`config.mk`:
```
export PLATFORM = sky130hd
export DESIGN_NAME = poweron_seq_ctrl
export DESIGN_NICKNAME = d
export VERILOG_FILES = /design/src/rtl/poweron_seq_ctrl.sv
export SDC_FILE = /design/constraint.sdc
export NUM_CORES = 1
export LEC_CHECK = 0
export BUFFER_PORTS_ARGS = -buffer_cell sky130_fd_sc_hd__buf_2
export CAP_MARGIN = 20
export CORE_MARGIN = 1
export CORE_UTILIZATION = 55
export CTS_CLUSTER_DIAMETER = 80
export CTS_CLUSTER_SIZE = 25
export DETAILED_ROUTE_END_ITERATION = 7
export GPL_ROUTABILITY_DRIVEN = 0
export HOLD_SLACK_MARGIN = 0.15
export PLACE_DENSITY = 0.71
export SYNTH_ARGS = -nofsm -noshare
export SYNTH_HDL_FRONTEND = slang
export SYNTH_SLANG_ARGS = --single-unit
```
`constraint.sdc`:
```
create_clock -name i_Sys_clk -period 3.2 [get_ports i_Sys_clk]
set_clock_uncertainty 0.15 [all_clocks]
set_input_delay 0.32 -clock i_Sys_clk [delete_from_list [all_inputs] [get_ports i_Sys_clk]]
set_output_delay 0.32 -clock i_Sys_clk [all_outputs]
set_load 0.005 [all_outputs]
```
`src/rtl/poweron_seq_ctrl.sv`:
```
// Power-up sequencer: brings STAGE_NUM rails/reset domains up in order with a settle
// delay and a power-good timeout per stage, then monitors all power-goods and latches faults.
module poweron_seq_ctrl #(
   parameter int SYSCLK_FREQ   = 125,
   parameter int STAGE_NUM     = 4,
   parameter int DELAY_US      = 1000,
   parameter int PG_TIMEOUT_US = 10000
) (
   input  logic                 i_Sys_clk,
   input  logic                 i_Rst,
   input  logic                 i_Start,
   input  logic                 i_Fault_clr,
   input  logic [STAGE_NUM-1:0] i_Pg,
   output logic [STAGE_NUM-1:0] o_En,
   output logic                 o_Busy,
   output logic                 o_Seq_done,
   output logic                 o_Fault,
   output logic [2:0]           o_Fault_stage
);

   localparam logic [31:0] DELAY_CYC  = 32'(DELAY_US * SYSCLK_FREQ);
   localparam logic [31:0] TO_CYC     = 32'(PG_TIMEOUT_US * SYSCLK_FREQ);
   localparam logic [2:0]  LAST_STAGE = 3'(STAGE_NUM - 1);

   typedef enum logic [2:0] {
      S_IDLE,
      S_DELAY,
      S_WAIT_PG,
      S_DONE,
      S_FAULT
   } state_t;

   state_t                 state_q, state_d;
   logic [2:0]             k_q, k_d;
   logic [31:0]            cnt_q, cnt_d;
   logic [STAGE_NUM-1:0]   en_q, en_d;
   logic [2:0]             fault_stage_q, fault_stage_d;
   logic                   busy_q, busy_d;
   logic                   done_q, done_d;
   logic                   fault_q, fault_d;

   logic [STAGE_NUM-1:0]   pg_meta_q, pg_s_q;
   logic [STAGE_NUM-1:0]   stage_onehot;
   logic [STAGE_NUM-1:0]   below_k;
   logic [STAGE_NUM-1:0]   mon_mask;
   logic [STAGE_NUM-1:0]   drop;
   logic                   drop_any;
   logic [2:0]             drop_idx;
   logic                   cur_pg;

   // i_Pg comes straight from regulator pins: two-flop synchronizer per bit
   for (genvar gi = 0; gi < STAGE_NUM; gi++) begin : g_sync
      always_ff @(posedge i_Sys_clk) begin
         if (i_Rst) begin
            pg_meta_q[gi] <= 1'b0;
            pg_s_q[gi]    <= 1'b0;
         end else begin
            pg_meta_q[gi] <= i_Pg[gi];
            pg_s_q[gi]    <= pg_meta_q[gi];
         end
      end
   end

   for (genvar gi = 0; gi < STAGE_NUM; gi++) begin : g_stage
      assign stage_onehot[gi] = (k_q == 3'(gi));
      assign below_k[gi]      = (3'(gi) < k_q);
   end

   assign cur_pg = |(pg_s_q & stage_onehot);

   // Stages already switched on must keep their power-good; in DONE that is every stage
   always_comb begin
      mon_mask = '0;
      case (state_q)
         S_DELAY, S_WAIT_PG: mon_mask = below_k;
         S_DONE:             mon_mask = '1;
         default:            mon_mask = '0;
      endcase
   end

   assign drop     = mon_mask & ~pg_s_q;
   assign drop_any = |drop;

   always_comb begin
      drop_idx = 3'd0;
      for (int j = STAGE_NUM - 1; j >= 0; j--) begin
         if (drop[j]) drop_idx = 3'(j);
      end
   end

   always_comb begin
      state_d       = state_q;
      k_d           = k_q;
      en_d          = en_q;
      fault_stage_d = fault_stage_q;

      case (state_q)
         S_IDLE: begin
            if (i_Start) begin
               state_d = S_DELAY;
               k_d     = 3'd0;
            end
         end

         S_DELAY: begin
            if (drop_any) begin
               state_d       = S_FAULT;
               en_d          = '0;
               fault_stage_d = drop_idx;
            end else if (cnt_q == DELAY_CYC - 32'd1) begin
               state_d = S_WAIT_PG;
               en_d    = en_q | stage_onehot;
            end
         end

         S_WAIT_PG: begin
            if (drop_any) begin
               state_d       = S_FAULT;
               en_d          = '0;
               fault_stage_d = drop_idx;
            end else if (cur_pg) begin
               // power-good beats a timeout landing on the same cycle
               if (k_q == LAST_STAGE) begin
                  state_d = S_DONE;
               end else begin
                  state_d = S_DELAY;
                  k_d     = k_q + 3'd1;
               end
            end else if (cnt_q == TO_CYC - 32'd1) begin
               state_d       = S_FAULT;
               en_d          = '0;
               fault_stage_d = k_q;
            end
         end

         S_DONE: begin
            en_d = '1;
            if (drop_any) begin
               state_d       = S_FAULT;
               en_d          = '0;
               fault_stage_d = drop_idx;
            end
         end

         S_FAULT: begin
            en_d = '0;
            if (i_Fault_clr) begin
               state_d       = S_IDLE;
               k_d           = 3'd0;
               fault_stage_d = 3'd0;
            end
         end

         default: begin
            state_d       = S_IDLE;
            k_d           = 3'd0;
            en_d          = '0;
            fault_stage_d = 3'd0;
         end
      endcase
   end

   // Counter restarts on every state change and only runs where it is compared
   always_comb begin
      cnt_d = 32'd0;
      if ((state_d == state_q) && ((state_q == S_DELAY) || (state_q == S_WAIT_PG))) begin
         cnt_d = cnt_q + 32'd1;
      end
   end

   always_comb begin
      busy_d  = (state_d == S_DELAY) || (state_d == S_WAIT_PG);
      done_d  = (state_d == S_DONE);
      fault_d = (state_d == S_FAULT);
   end

   always_ff @(posedge i_Sys_clk) begin
      if (i_Rst) begin
         state_q       <= S_IDLE;
         k_q           <= 3'd0;
         cnt_q         <= 32'd0;
         en_q          <= '0;
         fault_stage_q <= 3'd0;
         busy_q        <= 1'b0;
         done_q        <= 1'b0;
         fault_q       <= 1'b0;
      end else begin
         state_q       <= state_d;
         k_q           <= k_d;
         cnt_q         <= cnt_d;
         en_q          <= en_d;
         fault_stage_q <= fault_stage_d;
         busy_q        <= busy_d;
         done_q        <= done_d;
         fault_q       <= fault_d;
      end
   end

   assign o_En          = en_q;
   assign o_Busy        = busy_q;
   assign o_Seq_done    = done_q;
   assign o_Fault       = fault_q;
   assign o_Fault_stage = fault_stage_q;

endmodule

```
---- Yosys cells after proc, flatten, opt, wreduce, memory -nomap -nowiden ----
Index checks and enable logic that the tools add are counted.
word-level totals
  register bits ........................... 56
  input port bits ......................... 8
  output and inout port bits .............. 10
cells by class
  add/subtract/negate cells ............... 2
  $lt $le $gt $ge ......................... 4
  equal/unequal tests ..................... 23
  multiplexer cells ....................... 33
  bitwise operators ....................... 7
  reduce and logical (&&, ||, !) cells .... 13
operator list
  operator                                            count
  two-way mux 3 bit                                   20
  adder 32 x 1 -> 32 bit (second input constant)      1
  == test 32 x 17 -> 1 bit (second input constant)    1
  == test 32 x 21 -> 1 bit (second input constant)    1
  two-way mux 4 bit                                   6
  one-hot mux 3 bit (4 select lines)                  2
  == test 3 x 2 -> 1 bit (second input constant)      6
  one-hot mux 4 bit (4 select lines)                  1
  one-hot mux 3 bit (5 select lines)                  1
  inequality test 2 bit (second input constant)       5
  == test 3 x 1 -> 1 bit (second input constant)      3
  inequality test 3 bit (second input constant)       3
  bitwise AND 4 bit                                   2
  one-hot mux 4 bit (2 select lines)                  1
  OR reduction 4 bit                                  2
  == test 3 bit (second input constant)               2
  zero test 3 bit                                     2
  < comparator 1 x 3 -> 1 bit (first input constant)  2
  < comparator 2 x 3 -> 1 bit (first input constant)  2
  AND reduction 6 bit                                 1
  OR reduction 2 bit                                  3
  AND reduction 5 bit                                 1
  two-way mux 2 bit                                   2
  inverter 4 bit                                      1
  8 further kinds                                     11

---- Longest topological paths before layout ----
  word-level depth ........................ 11
  gate-level depth with buffers ........... 11
  depth with buffers taken out ............ 8

---- Least setup slack after synthesis ----
OpenSTA, ideal clock, no wires.
  path kind ............................... register to register
  start point ............................. register k_q[1]
  end point ............................... register cnt_q[10]
  library setup time ...................... 0.117 ns
  arrival time ............................ 2.234 ns
  data required time ...................... 2.933 ns
  path slack .............................. 0.698 ns
  stages on the path, launching flop included .. 11
  clock period less this slack ............ 2.502 ns
  path through ............................ dfxtp_1 clkbuf_1 inv_1 ha_1 a22oi_1 o22a_1 o22ai_1 o21ai_1 mux2i_1 buf_2 nor2_1
on the way
  cells in the longest elaborated chain, start to end .. 10
  elaborated cells on any way between the ends .. 23
  classes of those cells .................. 4 x order compare; 4 x eq/ne; 7 x mux; 3 x bitwise; 5 x reduce/logical
RTL lines
  element                                                                         line           source
  start, declared                                                                 34             logic [2:0] k_q, k_d;
  start signal, assigned                                                          189            k_q <= k_d;
  < comparator 1 x 3 -> 1 bit (tied with other cells)                             66             assign below_k[gi] = (3'(gi) < k_q);
  one-hot mux 4 bit (2 select lines) / bitwise AND 4 bit (equally long branches)  74, 69
  bitwise AND 4 bit / OR reduction 4 bit (equally long branches)                  81, 69
  OR reduction 4 bit / two-way mux 3 bit (equally long branches)                  82, 121
  two-way mux 3 bit (on tied branches)                                            138, 106, 117
  one-hot mux 3 bit (5 select lines) *                                            97             case (state_q)
  == test 3 bit *                                                                 166            if ((state_d == state_q) && ((state_q == S_DELAY) || (state_q == S_WAIT_PG))) begin
  logical AND 1 bit *                                                             166
  inverter 1 bit (no line) *                                                      -
  OR reduction 2 bit (no line) *                                                  -
  end signal, assigned                                                            190            cnt_q <= cnt_d;
  end, declared                                                                   35             logic [31:0] cnt_q, cnt_d;
Every way passes the cells marked *; elsewhere a longest branch is shown, timed or not.
A chain may end at the register's enable or synchronous reset.

---- Final worst setup path ----
  start point ............................. register state_q[0]
  end point ............................... register cnt_q[0]
on the way
  cells in the longest elaborated chain, start to end .. 11
  elaborated cells on any way between the ends .. 23
  classes of those cells .................. 5 x eq/ne; 10 x mux; 2 x bitwise; 6 x reduce/logical
RTL lines
  element                                                                  line           source
  start, declared                                                          33             state_t state_q, state_d;
  start signal, assigned                                                   188            state_q <= state_d;
  == test 3 x 1 -> 1 bit / == test 3 x 2 -> 1 bit (equally long branches)  74, 97, 166
  OR reduction 2 bit                                                       74             case (state_q)
  one-hot mux 4 bit (2 select lines)                                       74
  bitwise AND 4 bit                                                        81             assign drop = mon_mask & ~pg_s_q;
  OR reduction 4 bit                                                       82             assign drop_any = |drop;
  two-way mux 3 bit (on tied branches)                                     138, 106, 117
  one-hot mux 3 bit (5 select lines)                                       97
  == test 3 bit                                                            166
  logical AND 1 bit *                                                      166
  inverter 1 bit (no line) *                                               -
  OR reduction 2 bit (no line) *                                           -
Marks and branches as above.

==> results.txt <==
The run finished with clean final reports. The fraction of the mapped netlist area in compound gates came out at 11.4%. Yosys printed 0 warnings. Power comes to 1.30 mW. The vias per cell came out at 5.72. The net switching power is 0.284 mW. Counting the buffers created by CTS gives 5. The HPWL after detailed placement is around 4300 um. The post-route clock period utilization came out at 92.3%.

The floorplan die width is 75.2 um. In the synthesized netlist the async set-or-reset flop fraction comes to 0%. The area taken by flip-flops and latches came out at 1120 um2. The vertical die dimension came out at 75.2 um. Setup violations remaining at the end of the flow were counted as 0. The post-synthesis area per instance came out at 8.13 um2. The critical path in this run is classified as flip-flop to flip-flop. The area of the placeable core came out at 5140 um2. met2 is the most crowded layer. For the worst flop-to-flop path, the logic depth is 6. The path with the worst hold slack has its endpoint at state_q[2]$_SDFF_PP0_.

The routed layout has 2,564 vias. The number of maximum-capacitance violations came out at 0. IR analysis of the VDD net gives a maximum drop of 291 uV. The share of total power consumed by net switching came out at 21.9%. The post-CTS setup buffer count is 0. The data arrival time of the critical path came out at 3.03 ns. The largest stage delay on the critical path came out at 0.63 ns. In this run the worst path has a maximum fanout of 24. The wire length per cell after detailed routing is 14.0 um.

The number of storage elements in the synthesis netlist is 56. The sum of routed wire length over all layers is 6290 um. Counting every net in the synthesized netlist gives 375.

The startpoint identified for the worst register-to-register timing path is state_q[0]$_SDFF_PP0_. The violation count after the first detailed-route iteration is around 200. The initial standard-cell utilization of the core came out at between 50% and 60%.

0 antenna diodes ended up in the layout. The area share of the leading cell type in the synthesized netlist is 38.0%. Compared with the post-synthesis result, the final layout area differs by 10.3%. The analysis attributes to cell leakage a power of around 1.2 nW. The synthesized netlist occupies a cell area of 2950 um2.

In the post-synthesis netlist, the cell with the most instances is dfxtp_1. The slew at the pin closest to its max-slew limit is 0.802 ns. The upper clock frequency limit came out at 339 MHz. The leftover overflow at the end of global routing came out at 0. Of the total synthesized cell area, the portion taken by full adders, half adders and majority gates is about 1.7%. For this design the top-level I/O count stands at 18. Clock-pin slew was measured on the worst setup and hold paths at 0.11 ns. The die covers 5660 um2. Traced cell by cell, the critical path runs through a2111oi_2 -> nor4_1 -> or4_1 -> nor4_4 -> buf_4 -> nor3b_1. The XOR/XNOR share of the synthesized area came out at slightly below 9%. In the post-synthesis netlist, the biggest area contributors are dfxtp_1 (38%), nor2_1 (6.4%), nand2_1 (6.0%). Among all flip-flop cells after synthesis, the most frequent one is dfxtp_1. The count of buffers inserted at the top-level ports came out at 17. The number of antenna violations at the first check in global routing was 0.

The commonest cells after synthesis are dfxtp_1 (56), nor2_1 (50), nand2_1 (47), xor2_1 (18). The buffer and inverter count on the worst path is 1. The fraction of layout cells with a size suffix above 1 is a little under an eighth. The number of enable-type register cells in the synthesized netlist came out at 0. In the final layout, the multi-input gates occupy 1710 um2. The global-route met2 utilization came out at a little under two fifths. The number of placement rows is 26.

The areal power density over the cells is 399 nW/um2. By area, the combinational part of the netlist is dominated by simple AND/OR/NAND/NOR gates. The pin count of the biggest net entering global routing is 33. The final-layout setup total negative slack came out at 0 ns. Per report_power, the combinational group accounts for slightly below 6% of the total. The first-pass GRT wire length came out at a little under 10,000 um. The end of the worst register-to-register path is cnt_q[0]$_SDFF_PP0_. The filler cell count is 475. The cell-internal power is ~1.0 mW. The mux contribution to synthesized area is 0.679%.

The tree built by TritonCTS fans out to 56 sinks. Sequential cells account for 55.1% of the total power. The global-route met1 utilization came out at 32.3%.

Summing the areas of all and, or, nand and nor instances in the mapped netlist gives a little over a third of the synthesized area. In this run the most critical hold path is launched from i_Rst. Counting every instance in the synthesized netlist gives roughly 360. The max-slew violation count came out at 0.

The proportion of power drawn by the clock network came out at 39.1%. The netlist uses 55 different library cells. For this run, the share of the core covered by cells in the final layout is 63.3%. The type of element capturing the critical path is a flip-flop. The data required time at the worst endpoint is approximately 3.3 ns. The clock latency reported for the late side of the worst-skew pair came out at approximately 0.31 ns. TritonCTS built the clock tree. Setup repair after global routing left no endpoint under its margin.

The met3 global-route usage came out at 4.42%. The via count of the first global-routing pass came out at 2,184. The normalized max-slew margin is between 40% and 50%. The total track usage came out at between 20 and 25%. The kind of start point of the critical path is a flip-flop.

The hold-critical path depth came out at 2. The first-pass iteration count of the detailed router came out at 4. The net count of the finished layout came out at a little under 400. In the routed design, unresolved DRC markers number 0. The count of antenna-violating nets left after detailed routing is 0. The class of the worst hold path is input port to flip-flop. The biggest area consumer among synthesized cells is dfxtp_1.

The number of hold violations in the final report came out at 0. The buffer depth of the longest clock path came out at 2. For flop-to-flop paths, the worst setup slack is roughly 0.25 ns. The depth of the CTS H-tree is 2. The kind of cell adding the most delay to the critical path is simple AND/OR/NAND/NOR gates.

On the critical path, the stage with the largest delay is an instance of or4_1. The tree is rooted in a clkbuf_8. The portion of the post-synthesis area used by sequential elements came out at 38.0%. The routed design could run at a clock period as short as 2.95 ns.
==> area by class of cell <==
type                    count  area share, %
well taps                  70           2.69
flip-flops and latches     56           34.5
clock inverters             1          0.923
clock buffers               7           2.96
inverters                   9           1.04
repair buffers             28           5.46
multi-input cells         277           52.5
==> worst max path at each step <==
stage | startpoint | depth (start not counted) | end
floorplan | k_q[1]$_SDFFE_PP0P_ | 10 | cnt_q[10]$_SDFF_PP0_
global placement | state_q[0]$_SDFF_PP0_ | 7 | cnt_q[0]$_SDFF_PP0_
detailed placement | state_q[1]$_SDFF_PP0_ | 7 | cnt_q[20]$_SDFF_PP0_
CTS | state_q[1]$_SDFF_PP0_ | 7 | cnt_q[24]$_SDFF_PP0_
global route | state_q[0]$_SDFF_PP0_ | 7 | cnt_q[2]$_SDFF_PP0_
finish | state_q[0]$_SDFF_PP0_ | 6 | cnt_q[0]$_SDFF_PP0_
==> what timing repair did <==
| action | in CTS | in global routing |
|---|---|---|
| endpoints found under the setup margin | 0 | 4 |
| hold endpoints to repair | 4 | 0 |
| gates resized for setup | 0 | 1 |
| hold buffers | 4 | 0 |
==> state kept, by name, indices dropped and copies added, names as in the netlist <==
name and count:
k_q 3, state_q 3, o_En 4, o_Busy 1
o_Seq_done 1, o_Fault_stage 3, o_Fault 1, cnt_q 32
pg_s_q 4, pg_meta_q 4
==> layout by cell type (no fill, tap or decap), types with 4 or more instances in the layout <==
cell,n
dlygate4sd3_1,4
nand4_1,8
o21ai_0,9
xnor2_1,12
buf_2,17
dfxtp_1,56
nor2_1,50
xor2_1,18
and3_1,5
clkbuf_8,7
o21ai_1,4
a211oi_1,4
inv_1,9
nor3_1,10
nand2_1,47
nor2b_1,12
nor4_1,11
nor3b_1,5
nand3_1,12
ha_1,4
buf_4,7
a21oi_1,10
and4_1,6
nand2b_1,4
==> per-layer routing <==
metal	routed length (um)	part of all wire, %	up-vias
met5	0	0	-
met4	75	1.2	0
met3	279	4.4	10
met2	2850	45	66
met1	3090	49	1188
li1	-	-	1300
==> through the flow <==
stage               hold WS (ns)  instances  setup slack [ns]  area (um2)
floorplan                  0.264        363             0.698        2950
global placement           0.269        436             0.249        3080
detailed placement         0.276        436             0.257        3080
CTS                        0.271        448             0.213        3250
global route               0.302        448             0.135        3250
finish                     0.273        448             0.246        3250
==> worst register-to-register path, cell delays in order, from the launching register on <==
cell and delay [ns]:
dfxtp_1 0.46, a2111oi_2 0.46, nor4_1 0.16, or4_1 0.63
nor4_4 0.44, buf_4 0.35, nor3b_1 0.22
==> kinds of logic after synthesis <==
group	count (synthesis)
DFF	56
buffers and inverters	30
xor gates and xnor gates	30
and+or+nand+nor	192
AOI/OAI and AO/OA	49
muxes	2
adders and majority gates	4
==> power groups by stage <==
stage | clock (mW) | sequential [mW] | combinational [mW]
5_1_grt | 0.547 | 0.716 | 0.0848
2_1_floorplan | 0 | 0.726 | 0.0554
4_1_cts | 0.517 | 0.714 | 0.0758
3_3_place_gp | 0 | 0.730 | 0.0708
3_5_place_dp | 0 | 0.730 | 0.0719
6_report | 0.506 | 0.714 | 0.0758
Note: power is estimated with default switching activity, not from simulation.
